==> config.mk <==
export PLATFORM = sky130hd
export DESIGN_NAME = bcd_run_ctrl
export DESIGN_NICKNAME = d
export VERILOG_FILES = /design/src/rtl/bcd_run_ctrl.sv
export SDC_FILE = /design/constraint.sdc
export NUM_CORES = 1
export LEC_CHECK = 0
export CAP_MARGIN = 40
export CORE_MARGIN = 4
export CORE_UTILIZATION = 45
export DETAILED_ROUTE_END_ITERATION = 8
export PLACE_DENSITY_LB_ADDON = 0.12
export SYNTH_ARGS = -nofsm -noshare
export SYNTH_HDL_FRONTEND = slang
export SYNTH_SLANG_ARGS = --single-unit
==> constraint.sdc <==
create_clock -name clk -period 4.6 [get_ports clk]
set_input_delay 0.46 -clock clk [delete_from_list [all_inputs] [get_ports clk]]
set_output_delay 0.46 -clock clk [all_outputs]
set_load 0.02 [all_outputs]
==> src/rtl/bcd_run_ctrl.sv <==
// Run/stop/clear sequencer for a cascaded NDIG-digit BCD counter with a prescaled count tick.
// Optional macro LAP_HOLD_EN adds a lap input that freezes the displayed count.
module bcd_run_ctrl #(
    parameter int NDIG     = 4,
    parameter int TICK_DIV = 5000000,
    parameter int DIV_W    = 23
) (
    input  logic              clk,
    input  logic              rst,
    input  logic              start,
    input  logic              stop,
    input  logic              clear,
    input  logic              auto_reload,
`ifdef LAP_HOLD_EN
    input  logic              lap,
`endif
    input  logic [4*NDIG-1:0] limit,
    output logic [4*NDIG-1:0] bcd_out,
    output logic              tick,
    output logic              running,
    output logic              done
);

    typedef enum logic [1:0] {IDLE, RUN, PAUSE, DONE} state_t;

    localparam logic [DIV_W-1:0] PRESC_MAX = DIV_W'(TICK_DIV - 1);

    state_t            state;
    logic [DIV_W-1:0]  presc;
    logic [4*NDIG-1:0] cnt;

    // Ripple BCD increment: a digit advances only when every lower digit is 9.
    function automatic logic [4*NDIG-1:0] bcd_inc(input logic [4*NDIG-1:0] v);
        logic [4*NDIG-1:0] r;
        logic              carry;
        logic [3:0]        d;
        r     = v;
        carry = 1'b1;
        for (int i = 0; i < NDIG; i++) begin
            d = v[4*i +: 4];
            if (carry) begin
                if (d == 4'd9) begin
                    r[4*i +: 4] = 4'd0;
                end else begin
                    r[4*i +: 4] = d + 4'd1;
                    carry       = 1'b0;
                end
            end
        end
        return r;
    endfunction

    always_ff @(posedge clk or posedge rst) begin
        if (rst) begin
            state   <= IDLE;
            presc   <= '0;
            cnt     <= '0;
            tick    <= 1'b0;
            running <= 1'b0;
            done    <= 1'b0;
        end else begin
            tick <= 1'b0;
            done <= 1'b0;
            if (clear) begin
                state   <= IDLE;
                presc   <= '0;
                cnt     <= '0;
                running <= 1'b0;
            end else begin
                case (state)
                    IDLE: begin
                        if (!stop && start) begin
                            state   <= RUN;
                            presc   <= '0;
                            running <= 1'b1;
                        end
                    end
                    RUN: begin
                        if (stop) begin
                            state   <= PAUSE;
                            running <= 1'b0;
                        end else if (presc == PRESC_MAX) begin
                            presc <= '0;
                            tick  <= 1'b1;
                            if (cnt == limit) begin
                                done <= 1'b1;
                                if (auto_reload) begin
                                    cnt <= '0;
                                end else begin
                                    state   <= DONE;
                                    running <= 1'b0;
                                end
                            end else begin
                                cnt <= bcd_inc(cnt);
                            end
                        end else begin
                            presc <= presc + 1'b1;
                        end
                    end
                    PAUSE: begin
                        // Prescaler is left untouched so a partial period survives the pause.
                        if (!stop && start) begin
                            state   <= RUN;
                            running <= 1'b1;
                        end
                    end
                    DONE: begin
                        if (start) begin
                            state   <= RUN;
                            cnt     <= '0;
                            presc   <= '0;
                            running <= 1'b1;
                        end else begin
                            done <= 1'b1;
                        end
                    end
                    default: begin
                        state   <= IDLE;
                        running <= 1'b0;
                    end
                endcase
            end
        end
    end

`ifdef LAP_HOLD_EN
    logic              lap_q;
    logic              hold;
    logic [4*NDIG-1:0] snap;

    always_ff @(posedge clk or posedge rst) begin
        if (rst) begin
            lap_q <= 1'b0;
            hold  <= 1'b0;
            snap  <= '0;
        end else begin
            lap_q <= lap;
            if (clear) begin
                hold <= 1'b0;
            end else if (lap && !lap_q) begin
                hold <= ~hold;
                snap <= cnt;
            end
        end
    end

    assign bcd_out = hold ? snap : cnt;
`else
    assign bcd_out = cnt;
`endif

endmodule
After elaboration in Yosys (flattened, before gate mapping)
Cells that the tools add are included.
{ "word_totals": {"ff_bits": 44, "input_bits": 22, "out_inout_bits": 19, "wordCells": 113} }
{ "op_classes": {"add_sub_neg": 5, "eq_ne": 21, "n_mux": 66, "n_reduce_logical": 12} }
{ "ops": {"columns": ["operator", "n"], "rows": [
  ["$mux 23", 5],
  ["$mux 16", 6],
  ["$pmux 23 s3", 1],
  ["$mux 1", 36],
  ["$pmux 16 s2", 1],
  ["$mux 4", 7],
  ["$ne 4x4->1 const B", 7],
  ["$add 23x1->23 const B", 1],
  ["$eq 23x23->1 const B", 1],
  ["$reduce_and 6->1", 3],
  ["$add 4x1->4 const B", 4],
  ["$eq 16x16->1", 1],
  ["$eq 4x4->1 const B", 4],
  ["$mux 2", 7],
  ["$ne 3x3->1 const B", 4],
  ["$reduce_and 5->1", 2],
  ["$pmux 2 s3", 1],
  ["$eq 2x2->1 const B", 2],
  ["$reduce_and 4->1", 1],
  ["$reduce_bool 4->1", 1],
  ["$ne 3x1->1 const B", 1],
  ["$pmux 1 s3", 1],
  ["$reduce_bool 3->1", 1],
  ["$eq 2x1->1 const B", 1],
  ["5 further kinds", 5]
]} }

Depth between registers and ports, before layout
Gate-level depths: netlist (run 1).
{ "depth": {"depth_word": 25, "mapped_depth": 8, "depth_no_buf": 7} }

Least setup slack after synthesis (run 1)
Ideal clock, no wire load.
{ "synth_path": {"path_kind": "register -> register", "startpoint": "reg presc[20]", "endpoint": "reg running", "setup_time_ps": 125, "arrival_time_ps": 2684, "t_required_ps": 4475, "setup_slack_ps": 1792, "stages_incl_launch_ff": 7, "n_path_buf": 0, "period_less_slack_ps": 2808, "path_cell_list": "dfrtp_1 -> or4b_1 -> or4_4 -> or3_1 -> or3_1 -> a21oi_1 -> mux2_2"} }
{ "synth_via": {"elab_chain_cells": 3} }
{ "synth_rtl": {"columns": ["element", "line_no", "rtl"], "rows": [
  ["from (decl)", "29", "logic [DIV_W-1:0] presc;"],
  ["from (signal assigned)", "97", "presc <= presc + 1'b1;"],
  ["$eq 23x23->1", "82", "end else if (presc == PRESC_MAX) begin"],
  ["$ne 4x4->1 (no line)", null, null],
  ["$reduce_and 5->1 (no line)", null, null],
  ["to (signal assigned)", "75", "running <= 1'b1;"],
  ["to (signal assigned)", "81", "running <= 1'b0;"],
  ["to (signal assigned)", "91", "running <= 1'b0;"],
  ["to (decl)", "20", "output logic running,"]
]} }
No other way between the ends.
A chain may end at the register's enable or synchronous reset.

Worst setup path after layout (run 1)
{ "layout_path": {"startpoint": "reg presc[20]", "endpoint": "reg cnt[4] (netlist: bcd_out[4])"} }
{ "layout_via": {"elab_chain_cells": 3} }
{ "layout_rtl": {"columns": ["element", "line_no", "rtl"], "rows": [
  ["$eq 23x23->1", "82", null],
  ["$ne 3x3->1 (no line)", null, null],
  ["$reduce_and 6->1 (no line)", null, null],
  ["to (signal assigned)", "94", "cnt <= bcd_inc(cnt);"],
  ["to (decl)", "30", "logic [4*NDIG-1:0] cnt;"]
]} }
No other way between the ends.

==> impl_metrics.ini, run 1 <==
[cells_and_area]
final_common_cell = dfrtp_1
fill_cells = 513
layout-drive-gt1-share_pct = 5.78
final_cell_area_um2 = 3230
antenna_cells = 0
nets = 359
final_cell_mix = dfrtp_1, clkdlybuf4s50_1, xor2_1
syn_to_final_growth_pct = 23.0

[yosys]
seq_area_frac_synth_pct = 41.9
yosys.area_share.adder_pct = 4.28
ys_warn_count = 0
synth_compound_area_share_pct = 16.2
synth.area.mux_share_pct = 1.24
post_synth_num_cell_types = 47
synthSimpleGateAreaFrac_pct = 23.7
syn-cell-area_um2 = 2630
synth_xor_area_share_pct = 9.32
syn_avg_cell_area_um2 = 9.16
synth_nets = 318
syn_inst = 287
synth_top_family_by_area = simple AND/OR/NAND/NOR gates
ys_ff_latch = 44

[worst_setup_path]
max_stage_delay_ps = 610
cp-end-kind = flop
worstSetupPathType = reg2reg
required_ps = 4820
setup.worst_path.start_class = flop
arrival_ps = 3510
cp_slowest_cell = o31ai_4
cpMostUsedCell = or4b_1
crit_fanout = 19
cp_cell_sequence = or4b_1 > or4_4 > o31ai_4 > o311ai_2 > buf_4 > or4b_1 > mux2i_1

[global_route]
grt_pass1_vias = 2079
grt_max_degree = 45
grt-ovfl-total = 0
antenna_found_initial = 0
grt_pass1_wl_um = 9990
grt_use_total_pct = 17.0

[die]
dieWidth_um = 84.5
start_util_pct = 47.2
rows = 27
ios = 41
core_area_um2 = 5570
die_y_um = 84.5
die_area_um2 = 7130

[clock_network]
clock_latency_ps = 300
cts_buffer_depth = 2
clk_pin_slew_ps = 100
postCtsSetupRepairBufs = 0
ctsResizeCount = 0
clock_sink_count = 44
cts_tree = done
hold_buffers = 0
cts-htree-levels = 2
root_buffer = clkbuf_8
cts_buffers = 5

[timing]
final-setup-viol-count = 0
hold_viol_final = 0
slew_headroom_pct = 43.3
drv_slew = 0
tightestPinTransition_ps = 843
fmax_mhz = 304
rsz0062_at_grt = false
final.setup.tns_ps = 0
period_share_pct = 71.5
finalCriticalPeriod_ps = 3290
skew_ps = 11.1

[min_path]
worstHoldPathType = reg2reg

[route]
wl_per_cell_um = 14.6
ant_nets = 0
viasPerCell = 5.56
drt_iter0_drc = 144
dr.pass1.iters = 4
vias = 2229
drt-total-wl_um = 5870
drc = 0

[run_status]
status = finished, final reports clean

[placement]
dp_hpwl_um = 4270
place_area_um2 = 3120
io_buffers = 40
gp_congestion = 0.808

[job]
timing.max_cap.violations = 0

[power]
ir_worst_vdd_mv = 0.160
powerDensity_nw_per_um2 = 290
power_leakage_nw = 1.32
## worst paths after layout
| kind | startpoint | end | slack, ps | cells after the start |
|---|---|---|---|---|
| setup / recovery | presc[20] | bcd_out[4] | 1310 | 7 |
| hold / removal | presc[3] | presc[3] | 510 | 1 |
| setup reg to reg | presc[20] | bcd_out[4] | 1310 | 7 |
| hold reg to reg | presc[3] | presc[3] | 510 | 1 |
| max in group asynchronous | rst | bcd_out[12] | 3620 | 3 |
| min in group asynchronous | rst | presc[14] | 590 | 3 |
## report_power, final
group | total (W) | internal (W) | switching [W]
clock | 0.000306 | 0.000164 | 0.000142
sequential | 0.000441 | 0.000406 | 0.0000351
combinational | 0.000192 | 0.0000926 | 0.0000996
total | 0.000939 | 0.000662 | 0.000277
## kinds of logic after synthesis
| logic type | Yosys count |
|---|---|
| fa+ha+maj | 9 |
| flops | 44 |
| simple gates | 116 |
| buf+inv | 24 |
| xor+xnor | 28 |
| compound gates | 63 |
| mux | 3 |
## metrics by stage
step / total power (W) / hold WS, ps / utilization (%) / std cells / worst slack [ps]
after global placement: 0.000640 / 490 / 55.8 / 392 / 1380
after CTS: 0.000955 / 516 / 58.0 / 401 / 1310
after detailed placement: 0.000643 / 497 / 56.0 / 393 / 1350
final: 0.000939 / 513 / 58.0 / 401 / 1310
after global routing: 0.000994 / 534 / 58.0 / 401 / 1130
after floorplan: 0.000553 / 462 / - / 287 / 1790
## synth_stat cells, drive strengths merged
master / instances / area share [%]
a211oi: 1 / 0.29
a21o: 1 / 0.29
a21oi: 13 / 2.5
a311oi: 2 / 0.67
a31o: 2 / 0.67
a31oi: 1 / 0.24
and2: 2 / 0.48
and3: 1 / 0.24
and3b: 1 / 0.33
and4: 2 / 0.67
buf: 1 / 0.14
clkbuf: 9 / 1.3
dfrtp: 44 / 42
ha: 9 / 4.3
inv: 14 / 2.0
mux2: 2 / 0.86
mux2i: 1 / 0.38
nand2: 20 / 2.9
nand2b: 7 / 1.7
nand3: 12 / 2.3
nand3b: 3 / 0.86
nand4: 10 / 2.4
nand4bb: 1 / 0.43
nor2: 24 / 3.4
nor2b: 2 / 0.48
nor3: 10 / 1.9
nor3b: 1 / 0.29
nor4: 7 / 1.7
nor4b: 2 / 0.67
o21a: 1 / 0.29
o21ai: 19 / 3.6
o21bai: 1 / 0.29
o22a: 1 / 0.33
o22ai: 4 / 0.95
o2bb2ai: 1 / 0.33
o311ai: 1 / 0.62
o31ai: 8 / 2.8
o41ai: 7 / 2.3
or2: 2 / 0.48
or3: 6 / 1.4
or4: 1 / 0.43
or4b: 2 / 0.76
xnor2: 1 / 0.33
xor2: 27 / 9.0
## worst max-delay path: cells and delay by family (launching register included)
family                 cells  cell delay, ps
AOI/OAI and AO/OA          2             800
buffers and inverters      1             240
DFF                        1             420
muxes                      1             140
and+or+nand+nor            3            1610
## area by class of cell
| type | count | area, um2 | share of cell area [%] |
|---|---|---|---|
| inverters | 14 | 52.6 | 1.62 |
| multi-input cells | 219 | 1450 | 44.7 |
| flip-flops and latches | 44 | 1100 | 34.0 |
| clock inverters | 3 | 46.3 | 1.43 |
| well taps | 72 | 90.1 | 2.79 |
| clock buffers | 5 | 68.8 | 2.13 |
| repair buffers | 44 | 430 | 13.3 |
## state kept, by name (all words and copies together) (netlist names)
register	cells
tick	1
state	2
done	1
bcd_out	16
presc	23
running	1
## layer usage
metal	wire [um]	track usage, %	vias to the layer above
li1	-	-	1120
met1	2920	24.7	1064
met2	2690	26.0	43
met3	228	3.93	2
met4	29	3.45	0
met5	0	0	-
Power figures use the tool's default switching activity.
==> run 2: changes to the inputs <==
Clock period 4.6 ns to 2.7 ns, I/O delays scaled along.
==> run 2 against run 1 <==
Die area unchanged. Utilization increased by 2.9 points. Sequential power increased by 69%. Wire length increased by 3.7%. Clock-buffer cell count increased by 1. Hold slack got worse by 98 ps. Clock power increased by 44%. Design area increased by 5.1%. Critical path type unchanged. Critical endpoint is now running. Largest cell class unchanged. Largest power group unchanged.
==> impl_metrics.ini, run 2 (same netlist as run 1, synthesis figures left out) <==
[power]
powerDensity_nw_per_um2 = 456
ir_worst_vdd_mv = 0.264
power_leakage_nw = 1.44

[die]
core_area_um2 = 5570
die_area_um2 = 7130
ios = 41
dieWidth_um = 84.5
die_y_um = 84.5
rows = 27
start_util_pct = 47.2

[clock_network]
clk_pin_slew_ps = 90
clock_latency_ps = 310
clock_sink_count = 44
hold_buffers = 0
cts_buffer_depth = 2
cts_tree = done
root_buffer = clkbuf_8
cts_buffers = 5
cts-htree-levels = 2

[worst_setup_path]
r2r_cells = 6
crit_fanout = 2
cp_slowest_cell = or4b_1
cpMostUsedCell = or3_4
r2r_end = running
cp_cell_sequence = or4b_1 > or4_4 > or3_4 > or3_4 > a21oi_4 > mux2_4
crit_end = running
setup.worst_path.start_class = flop
crit_family = simple AND/OR/NAND/NOR gates
cp-end-kind = flop
worst-path-stages = 6
worstSetupPathType = reg2reg
crit_buf_inv = 0
arrival_ps = 2870
setup.worst_path.start = presc[20]
max_stage_delay_ps = 510
ff2ff_setup_slack_ps = 20
reg2reg_from = presc[20]
required_ps = 2900

[timing]
finalCriticalPeriod_ps = 2680
final-setup-viol-count = 0
period_share_pct = 99.1
slew_headroom_pct = 62.3
rsz0062_at_grt = true
fin_hold_ws_ps = 415
hold_viol_final = 0
drv_slew = 0
fmax_mhz = 374
tightestPinTransition_ps = 566
fin_ws_ps = 24.5
skew_ps = 5.07

[run_status]
status = finished, final reports clean

[route]
drt-total-wl_um = 6090
viasPerCell = 5.58
drt_iter0_drc = 146
ant_nets = 0
drc = 0
vias = 2348
wl_per_cell_um = 14.5
dr.pass1.iters = 4

[cells_and_area]
largest_register = presc
final_cell_area_um2 = 3400
layout-drive-gt1-share_pct = 12.6
final_common_cell = dfrtp_1
syn_to_final_growth_pct = 29.2
stdcell_count = 421
antenna_cells = 0
largest_reg_flops = 23
final_cell_mix = dfrtp_1, clkdlybuf4s50_1, xor2_1
fill_cells = 503
nets = 379

[job]
timing.max_cap.violations = 0

[global_route]
grt_use_total_pct = 17.8
grt_pass1_vias = 2227
grt_pass1_wl_um = 10400
grt_max_degree = 45
grt-ovfl-total = 0
antenna_found_initial = 0

[placement]
place_area_um2 = 3270
pre_cts_ws_ps = 23.4
io_buffers = 40
gp_congestion = 0.858
dp_hpwl_um = 4390
dp_cells = 412

[min_path]
worstHoldPathType = in2async
## run 2: cell count changes in the layout (fill, tap and decap cells not counted), moves of 2 or more
cell / before / now
buf_4: 4 / 24
clkinv_2: 0 / 2
or3_1: 6 / 4
or3_4: 0 / 2
## run 2: layout make-up
class	instances	area [um2]	area share [%]
Tap cell	72	90.1	2.65
Multi-Input combinational cell	219	1480	43.6
Timing Repair Buffer	64	581	17.1
Clock buffer	6	82.6	2.43
Clock inverter	2	10.0	0.295
Inverter	14	52.6	1.55
Sequential cell	44	1100	32.4
## run 2: stage by stage
stage	setup TNS, ps	util, %	power (W)
finish	0	61.0	0.00155
global route	-36.9	61.0	0.00164
CTS	0	60.3	0.00155
detailed placement	0	58.7	0.00112
global placement	0	58.7	0.00111
floorplan	0	-	0.000942
## run 2: repair_timing
action	in CTS	in global routing
endpoints found under the setup margin	0	8
buffers inserted	0	1
gates resized for setup	0	5
## run 2: worst min-delay path, cell delays in order
cell and delay, ps:
clkdlybuf4s50_1 400, clkinv_1 50, buf_4 470
## run 2: how the worst min path moves through the flow
stage	from	to	slack, ps	depth (start not counted)
2_1_floorplan	presc[3]	presc[3]	460	1
3_3_place_gp	presc[1]	presc[1]	490	2
3_5_place_dp	presc[1]	presc[1]	490	2
4_1_cts	rst	bcd_out[7]	440	3
5_1_grt	rst	presc[19]	470	3
6_report	rst	presc[22]	410	3
## run 2: routing by layer
metal,track usage (%),part of all wire [%],vias up
li1,-,-,1166
met4,4.32,1.1,0
met2,26.8,44,51
met5,0,0,-
met3,4.42,4.4,5
met1,25.7,50,1126
## run 2: power by group
part	total, W	leakage (nW)	internal, W	switching, W
Combinational	0.000363	0.783	0.000178	0.000186
Clock	0.000440	0.0510	0.000204	0.000236
Sequential	0.000745	0.604	0.000691	0.0000540
